$ cat src/rtl/frame_extraction_pkg.sv
// Shared definitions for the frame extraction block: FSM encodings and
// the width of the per-beat frame index.
package frame_extraction_pkg;

    localparam int unsigned IDX_W = 16;
    typedef logic [IDX_W-1:0] idx_t;

    localparam logic [0:0] ST_RUN  = 1'b0;
    localparam logic [0:0] ST_DROP = 1'b1;

endpackage

$ cat src/rtl/frame_extraction_if.sv
// Stream bundle for frame_extraction: framed slave input, re-framed master
// output with its frame-position sideband (sof_m, idx_m).
interface frame_extraction_if #(
    parameter int unsigned DW = 16
) ();
    import frame_extraction_pkg::*;

    logic [DW-1:0] tdata_s;
    logic          tvalid_s;
    logic          tlast_s;
    logic          tready_s;

    logic [DW-1:0] tdata_m;
    logic          tvalid_m;
    logic          tlast_m;
    logic          tready_m;
    logic          sof_m;
    idx_t          idx_m;

    // slave: the frame_extraction side; master: whoever feeds and drains it
    modport slave (
        input  tdata_s, tvalid_s, tlast_s, tready_m,
        output tready_s, tdata_m, tvalid_m, tlast_m, sof_m, idx_m
    );

    modport master (
        output tdata_s, tvalid_s, tlast_s, tready_m,
        input  tready_s, tdata_m, tvalid_m, tlast_m, sof_m, idx_m
    );

endinterface

$ cat src/rtl/frame_extraction_skid.sv
// Two-entry output buffer with a registered in_ready: full throughput while
// out_ready stays high, and in_ready never depends combinationally on out_ready.
module axis_skid_buffer #(
    parameter int unsigned W = 8
) (
    input  logic         clk,
    input  logic         reset_n,
    input  logic         in_valid,
    input  logic [W-1:0] in_data,
    output logic         in_ready,
    output logic         out_valid,
    output logic [W-1:0] out_data,
    input  logic         out_ready
);

    logic [1:0]   count;
    logic [1:0]   count_nxt;
    logic [W-1:0] slot0;
    logic [W-1:0] slot1;
    logic         push;
    logic         pop;

    assign push      = in_valid & in_ready;
    assign pop       = out_valid & out_ready;
    assign out_valid = (count != 2'd0);
    assign out_data  = slot0;

    always_comb begin
        count_nxt = count;
        if (push && !pop)
            count_nxt = count + 2'd1;
        else if (pop && !push)
            count_nxt = count - 2'd1;
    end

    // slot0 is always the head; slot1 only fills while the head is stalled
    always_ff @(posedge clk or negedge reset_n) begin
        if (!reset_n) begin
            count    <= '0;
            slot0    <= '0;
            slot1    <= '0;
            in_ready <= 1'b1;
        end else begin
            count    <= count_nxt;
            in_ready <= (count_nxt != 2'd2);
            if (push && (count == 2'd0 || (count == 2'd1 && pop)))
                slot0 <= in_data;
            else if (pop && count == 2'd2)
                slot0 <= slot1;
            if (push && !pop && count == 2'd1)
                slot1 <= in_data;
        end
    end

endmodule

$ cat src/rtl/frame_extraction.sv
// Re-frames a stream to fixed FRAME_LEN frames: tags each beat with its index,
// terminates short frames, truncates long ones and drops their excess beats.
module frame_extraction
    import frame_extraction_pkg::*;
#(
    parameter int unsigned DW        = 16,
    parameter int unsigned FRAME_LEN = 1024,
    parameter int unsigned CW        = 16
) (
    input  logic          clk,
    input  logic          reset_n,
    input  logic          ce,
    input  logic          clear,
    frame_extraction_if.slave bus,
    output logic          frame_ok,
    output logic          err_short,
    output logic          err_long,
    output logic [CW-1:0] frame_cnt,
    output logic [CW-1:0] short_cnt,
    output logic [CW-1:0] long_cnt
);

    localparam int unsigned PW       = DW + 2 + IDX_W;
    localparam idx_t        LAST_POS = idx_t'(FRAME_LEN - 1);

    logic [0:0]    state;
    idx_t          pos;
    logic          buf_ready;
    logic          accept;
    logic          at_last;
    logic          skid_in_valid;
    logic [PW-1:0] in_payload;
    logic [PW-1:0] out_payload;

    function automatic logic [CW-1:0] sat_inc(input logic [CW-1:0] v);
        return (v == '1) ? v : v + CW'(1);
    endfunction

    assign bus.tready_s  = buf_ready & ce;
    assign accept        = bus.tvalid_s & bus.tready_s;
    assign at_last       = (pos == LAST_POS);
    assign skid_in_valid = bus.tvalid_s & ce & (state == ST_RUN);
    assign in_payload    = {bus.tdata_s, bus.tlast_s | at_last, pos == '0, pos};

    assign {bus.tdata_m, bus.tlast_m, bus.sof_m, bus.idx_m} = out_payload;

    axis_skid_buffer #(.W(PW)) u_skid (
        .clk       (clk),
        .reset_n   (reset_n),
        .in_valid  (skid_in_valid),
        .in_data   (in_payload),
        .in_ready  (buf_ready),
        .out_valid (bus.tvalid_m),
        .out_data  (out_payload),
        .out_ready (bus.tready_m)
    );

    always_ff @(posedge clk or negedge reset_n) begin
        if (!reset_n) begin
            state     <= ST_RUN;
            pos       <= '0;
            frame_ok  <= 1'b0;
            err_short <= 1'b0;
            err_long  <= 1'b0;
            frame_cnt <= '0;
            short_cnt <= '0;
            long_cnt  <= '0;
        end else begin
            frame_ok  <= 1'b0;
            err_short <= 1'b0;
            err_long  <= 1'b0;
            if (accept) begin
                if (state == ST_RUN) begin
                    if (bus.tlast_s) begin
                        pos <= '0;
                        if (at_last) begin
                            frame_ok  <= 1'b1;
                            frame_cnt <= sat_inc(frame_cnt);
                        end else begin
                            err_short <= 1'b1;
                            short_cnt <= sat_inc(short_cnt);
                        end
                    end else if (at_last) begin
                        pos      <= pos + idx_t'(1);
                        state    <= ST_DROP;
                        err_long <= 1'b1;
                        long_cnt <= sat_inc(long_cnt);
                    end else begin
                        pos <= pos + idx_t'(1);
                    end
                end else if (bus.tlast_s) begin
                    pos   <= '0;
                    state <= ST_RUN;
                end else begin
                    pos <= pos + idx_t'(1);
                end
            end
            // Placed last so a coinciding event cannot survive the clear
            if (clear) begin
                pos       <= '0;
                state     <= ST_RUN;
                frame_cnt <= '0;
                short_cnt <= '0;
                long_cnt  <= '0;
            end
        end
    end

endmodule

$ cat src/flat_wrapper.sv
// flat-port wrapper written by rule: the top's interface ports become plain ports
module frame_extraction_flat import frame_extraction_pkg::*;
#(
    parameter int unsigned DW        = 16,
    parameter int unsigned FRAME_LEN = 1024,
    parameter int unsigned CW        = 16
)
  (clk, reset_n, ce, clear, frame_ok, err_short, err_long, frame_cnt, short_cnt, long_cnt, bus_tdata_s, bus_tvalid_s, bus_tlast_s, bus_tready_m, bus_tready_s, bus_tdata_m, bus_tvalid_m, bus_tlast_m, bus_sof_m, bus_idx_m);
  frame_extraction_if #(.DW(DW)) bus_i ();
  input  logic clk;
  input  logic reset_n;
  input  logic ce;
  input  logic clear;
  output logic frame_ok;
  output logic err_short;
  output logic err_long;
  output logic [CW-1:0] frame_cnt;
  output logic [CW-1:0] short_cnt;
  output logic [CW-1:0] long_cnt;
  input wire logic [$bits(bus_i.tdata_s)-1:0] bus_tdata_s;
  input wire logic [$bits(bus_i.tvalid_s)-1:0] bus_tvalid_s;
  input wire logic [$bits(bus_i.tlast_s)-1:0] bus_tlast_s;
  input wire logic [$bits(bus_i.tready_m)-1:0] bus_tready_m;
  output wire logic [$bits(bus_i.tready_s)-1:0] bus_tready_s;
  output wire logic [$bits(bus_i.tdata_m)-1:0] bus_tdata_m;
  output wire logic [$bits(bus_i.tvalid_m)-1:0] bus_tvalid_m;
  output wire logic [$bits(bus_i.tlast_m)-1:0] bus_tlast_m;
  output wire logic [$bits(bus_i.sof_m)-1:0] bus_sof_m;
  output wire logic [$bits(bus_i.idx_m)-1:0] bus_idx_m;
  assign bus_i.tdata_s = bus_tdata_s;
  assign bus_i.tvalid_s = bus_tvalid_s;
  assign bus_i.tlast_s = bus_tlast_s;
  assign bus_i.tready_m = bus_tready_m;
  assign bus_tready_s = bus_i.tready_s;
  assign bus_tdata_m = bus_i.tdata_m;
  assign bus_tvalid_m = bus_i.tvalid_m;
  assign bus_tlast_m = bus_i.tlast_m;
  assign bus_sof_m = bus_i.sof_m;
  assign bus_idx_m = bus_i.idx_m;
  frame_extraction #(.DW(DW), .FRAME_LEN(FRAME_LEN), .CW(CW)) u_core (.clk(clk), .reset_n(reset_n), .ce(ce), .clear(clear), .bus(bus_i), .frame_ok(frame_ok), .err_short(err_short), .err_long(err_long), .frame_cnt(frame_cnt), .short_cnt(short_cnt), .long_cnt(long_cnt));
endmodule
$ cat config.mk
export PLATFORM = sky130hd
export DESIGN_NAME = frame_extraction_flat
export DESIGN_NICKNAME = d
export VERILOG_FILES = /design/src/rtl/frame_extraction_pkg.sv /design/src/rtl/frame_extraction_if.sv /design/src/rtl/frame_extraction_skid.sv /design/src/rtl/frame_extraction.sv /design/src/flat_wrapper.sv
export SDC_FILE = /design/constraint.sdc
export NUM_CORES = 1
export LEC_CHECK = 0
export CAP_MARGIN = 20
export CORE_MARGIN = 10
export CORE_UTILIZATION = 34
export CTS_BUF_LIST = sky130_fd_sc_hd__clkbuf_8
export CTS_CLUSTER_DIAMETER = 60
export CTS_CLUSTER_SIZE = 25
export DETAILED_ROUTE_END_ITERATION = 12
export HOLD_SLACK_MARGIN = 0.06
export PLACE_DENSITY_LB_ADDON = 0.05
export SYNTH_ARGS = -nofsm -noshare
export SYNTH_HDL_FRONTEND = slang
export SYNTH_SLANG_ARGS = --single-unit
$ cat constraint.sdc
create_clock -name clk -period 6.66 [get_ports clk]
set_clock_uncertainty 0.1 [all_clocks]
set_input_delay 0.999 -clock clk [delete_from_list [all_inputs] [get_ports clk]]
set_output_delay 0.999 -clock clk [all_outputs]
set_load 0.01 [all_outputs]
[After elaboration in Yosys (flattened, before gate mapping)]
Cells that the tools add are included.
Word-level totals
  register bits: 139
  latch bits: 0
  memory bits (writable): 0
  memory bits (read-only): 0
  bits of input ports: 23
  output and inout bits: 87
  word-level logic and storage cells: 98
  memories kept: 0
Cells by class
  $add $sub $neg: 6
  $mul: 0
  div/mod/pow operators: 0
  magnitude comparators: 0
  equal/unequal tests: 13
  shifts and indexed selects: 0
  muxes and demuxes: 40
  bitwise gates (word level): 8
  reduce and logical (&&, ||, !) cells: 19
Operators with widths (number)
  $mux W16: 21
  $mux W34: 2
  $add A16 B1 Y16 const B: 4
  $eq A16 B16 Y1 const B: 3
  $eq A16 B10 Y1 const B: 1
  $logic_not A16 Y1: 1
  $mux W1: 15
  $reduce_and A5 Y1: 3
  $ne A2 B2 Y1 const B: 7
  $reduce_bool A2 Y1: 5
  $and A1 B1 Y1: 6
  $logic_and A1 B1 Y1: 6
  $mux W2: 2
  $add A2 B1 Y2 const B: 1
  $eq A2 B1 Y1 const B: 1
  $eq A2 B2 Y1 const B: 1
  $logic_not A1 Y1: 2
  $logic_not A2 Y1: 1
  $sub A2 B1 Y2 const B: 1
  $logic_or A1 B1 Y1: 1
  $not A1 Y1: 1
  $or A1 B1 Y1: 1

[Depth between registers and ports, before layout]
  word-level depth: 8
  mapped depth: 9
  depth with buffers taken out: 7

[Hierarchy]
From an unflattened synthesis, not the netlist that was laid out.
Unflattened totals
  cells, all modules: 651
  area, all modules: 6939.2 µm²
Modules (own cells, without submodules)
  frame_extraction: times used 1, cells an instance 404, area each 3667.3 µm², sequential area each 1701.6 µm²
  axis_skid_buffer: times used 1, cells an instance 247, area each 3271.9 µm², sequential area each 1778.0 µm²

[Worst setup path before layout]
No wires, ideal clock.
  kind: register to register
  start: register u_core.pos[11]
  end: register u_core.frame_cnt[12]
  setup time: 0.078 ns
  arrival time: 2.619 ns
  data required time: 6.482 ns
  slack: 3.863 ns
  cell stages (with the launch flop): 8
  buffers on the path: 2
  period minus slack after synthesis: 2.797 ns
  cell sequence: dfrtp_1 buf_6 or4_4 or4_1 buf_2 or4b_4 or3_1 a21oi_1
Between the ends
  cells in the longest elaborated chain, start to end: 3
RTL lines
  from (decl): RTL line frame_extraction.sv:27  | idx_t pos;
  from (signal assigned): RTL line frame_extraction.sv:84  | pos <= pos + idx_t'(1);
  from (signal assigned): RTL line frame_extraction.sv:89  | pos <= pos + idx_t'(1);
  from (signal assigned): RTL line frame_extraction.sv:95  | pos <= pos + idx_t'(1);
  $eq A16 B10 Y1: RTL line frame_extraction.sv:41  | assign at_last = (pos == LAST_POS);
  $reduce_bool A2 Y1 (no line)
  $reduce_and A5 Y1 (no line)
  to (signal assigned): RTL line frame_extraction.sv:78  | frame_cnt <= sat_inc(frame_cnt);
  to (decl): RTL line frame_extraction.sv:18  | output logic [CW-1:0] frame_cnt,
Every way passes these cells.
A chain may end at the register's enable or synchronous reset.

[Final worst setup path]
  start: input port ce
  end: output port bus_tready_s
Between the ends
  cells in the longest elaborated chain, start to end: 1
RTL lines
  from (decl): RTL line flat_wrapper.sv:12  | input logic ce;
  $and A1 B1 Y1: RTL line frame_extraction.sv:39  | assign bus.tready_s = buf_ready & ce;
  to (decl): RTL line flat_wrapper.sv:24  | output wire logic [$bits(bus_i.tready_s)-1:0] bus_tready_s;
Every way passes these cells.

==> run metrics <==
outcome completed; worst slew pin tran 0.8050 ns; Routed WL approximately 18 mm; Top-Level Pins 110; P&R area growth vs syn 25.35%; complex-gate fraction of the synthesized area approximately an eighth; RSZ-0062 raised after global routing no; CTS clock-pin slew for the worst setup and hold paths around 0.070 ns; Resized Gates After CTS 0; Initial Util between 30% and 40%; Leak ~0.0036 uW; core region area just under 20000 um2; H-tree levels 4; PnR Total Power about 2100 uW; Via-to-Cell Ratio 5.172; dpl cells between 1000 and 1500; metal1 wirelength 7.907 mm; Main synth FF type dfrtp_1; R2R Setup Slk approximately 3.6 ns; Synth Register Bits 139; Worst setup SP type input port; RR Startpoint u_core.pos[0]; Worst Path Required approximately 5.6 ns; Iter 0 DRT Violations approximately 280; Post-route DRC 0; Unique masters post-synth 52; Async SR Flop Fraction 100.0%; post-synthesis mux area share around a tenth; chip height 160.4 um; largest net degree at the start of global routing 87; setup TNS 0 ns; met2 WL post-DR approximately 8.4 mm; max_slew headroom 46.33%; clk_lat worst skew 0.43 ns; Worst EP arrival between 2 and 2.5 ns; hpwl dp 11.85 mm; pwr/cell area 250.8 nW/um2; fill count between 1500 and 2000; initial antenna violation count 0; Final Core Density approximately 43%; top cell type's share of synthesized area roughly half; Post-Synth Adder-Cell Area about 1.5%; post-synthesis sequential area ratio about half; vias in the first global route 5602; FF/Latch Area 3480 um2; clock root buffer clkbuf_8; Synth Area in XOR/XNOR 2.483%; chip width 160.4 um; final worst path period share between 50% and 60%; Synth Warn # 0; Die ar. 25730 um2; routability congestion estimate around 0.81; Num CTS Buffers 17; Net count, final 793; Syn Nets roughly 700; final worst slack 3.308 ns; FF-to-FF End u_core.frame_cnt[14]; Pre-antenna DRT Iters 5; Worst VDD drop ~0.00011 V; top post-synthesis cells by count dfrtp_1, o21ai_0, nand2_1; WL/cell around 17 um; # diodes 0; Fin. Hold Viols 0; max-slew violations 0; CP Launch Point ce; worst r2r path cells 6; Clock Sinks ~140; Synth Area in Simple Gates 18.70%; Routed Antenna Nets 0; share of post-route cells with drive strength above 1 10.34%; routed via count around 5400; cell taking the most area after synthesis dfrtp_1; # port buffers between 100 and 150; GRT Residual Overflow 0; Post-synth EDFFs 0; Post-CTS Setup Inserts 0; hold_buf cts 0; Setup crit end bus_tready_s; met3 routed WL 949 um; CTS tree done; Max Cap Viol 0; CTS Buffer Depth 2; Avg Cell Area, Syn a little over 10 um2; top cells by area, synth dfrtp_1, mux2i_1, o21ai_0; final non-filler cell total a little over 1000; Setup violations, final 0; Fmax between 200 and 300 MHz; Row Count 51; multi-input logic area 3042 um2; Mapped Cells 663; Tot GR Track Use ~14%; Setup Slack @ Placement around 3.0 ns; largest family of logic cells by synthesized area simple AND/OR/NAND/NOR gates; Worst Setup End Kind primary output; synthesized cell area roughly 6700 um2; min Tclk post-route around 3.4 ns; kind of critical path input port to primary output; cell with the most instances after synthesis dfrtp_1; global-route wire length before repair between 20 and 30 mm; hold crit path type flip-flop to flip-flop; top sig layer met4; worst-path maximum fanout 4
==> layout by cell type, fill, tap and decap left out, types with 25 or more instances in the layout <==
master and instances:
a21oi_1 32, clkdlybuf4s50_1 107, dfrtp_1 138, mux2_2 30
mux2i_1 36, nand2_1 66, nand3_1 25, nor2_1 42
o21ai_0 70
==> routing by layer <==
| layer | track usage (%) | vias up |
|---|---|---|
| li1 | - | 2602 |
| met1 | 16.63 | 2623 |
| met2 | 22.93 | 130 |
| met3 | 4.448 | 19 |
| met4 | 4.007 | 0 |
| met5 | 0 | - |
==> cell type report <==
type / instances / area share, %
clock buffer: 18 / 2.949
tap: 265 / 3.946
multi-input combinational: 473 / 36.20
clock inverter: 13 / 1.057
timing repair buffer: 117 / 13.80
sequential: 139 / 41.41
inverter: 14 / 0.6255
==> critical path, stage by stage <==
cell	delay (ns)
clkdlybuf4s50_1	0.50
and2_1	0.20
clkdlybuf4s50_1	0.56
==> how the worst min path moves through the flow <==
stage	from	to	slack, ns	cells past startpoint
global route	u_core.u_skid.slot1[29]	u_core.u_skid.slot1[29]	0.42	1
floorplan	u_core.u_skid.slot1[16]	u_core.u_skid.slot1[16]	0.34	2
finish	u_core.u_skid.slot1[9]	u_core.u_skid.slot1[9]	0.38	2
CTS	u_core.u_skid.slot1[9]	u_core.u_skid.slot1[9]	0.39	2
global placement	u_core.u_skid.slot1[9]	u_core.u_skid.slot1[9]	0.36	2
detailed placement	u_core.u_skid.slot1[1]	u_core.u_skid.slot1[1]	0.37	2
==> stage by stage <==
stage	hold slack [ns]	cell area, um2
2_1_floorplan	0.3418	6703
3_3_place_gp	0.3616	8038
3_5_place_dp	0.3702	8058
4_1_cts	0.3866	8394
5_1_grt	0.4183	8402
6_report	0.3828	8402
==> where the power goes <==
group / internal (uW) / switching (uW) / total (uW)
Combinational: 241 / 232 / 473
Clock: 293 / 312 / 604
Sequential: 965 / 64.5 / 1030
==> logic make-up after synthesis <==
family / after synthesis
AOI/OAI and AO/OA: 139
adders and majority gates: 8
buffers and inverters: 51
and+or+nand+nor: 241
muxes: 66
xor gates and xnor gates: 19
DFF: 139
==> state kept, by name (all words and copies together) (netlist names) <==
name                    count
u_core.u_skid.out_data     34
u_core.err_short            1
u_core.short_cnt           16
u_core.u_skid.slot1        34
u_core.state                1
u_core.long_cnt            16
u_core.frame_ok             1
u_core.pos                 16
u_core.frame_cnt           16
u_core.u_skid.in_ready      1
u_core.u_skid.count         2
u_core.err_long             1
Power figures use the tool's default switching activity.
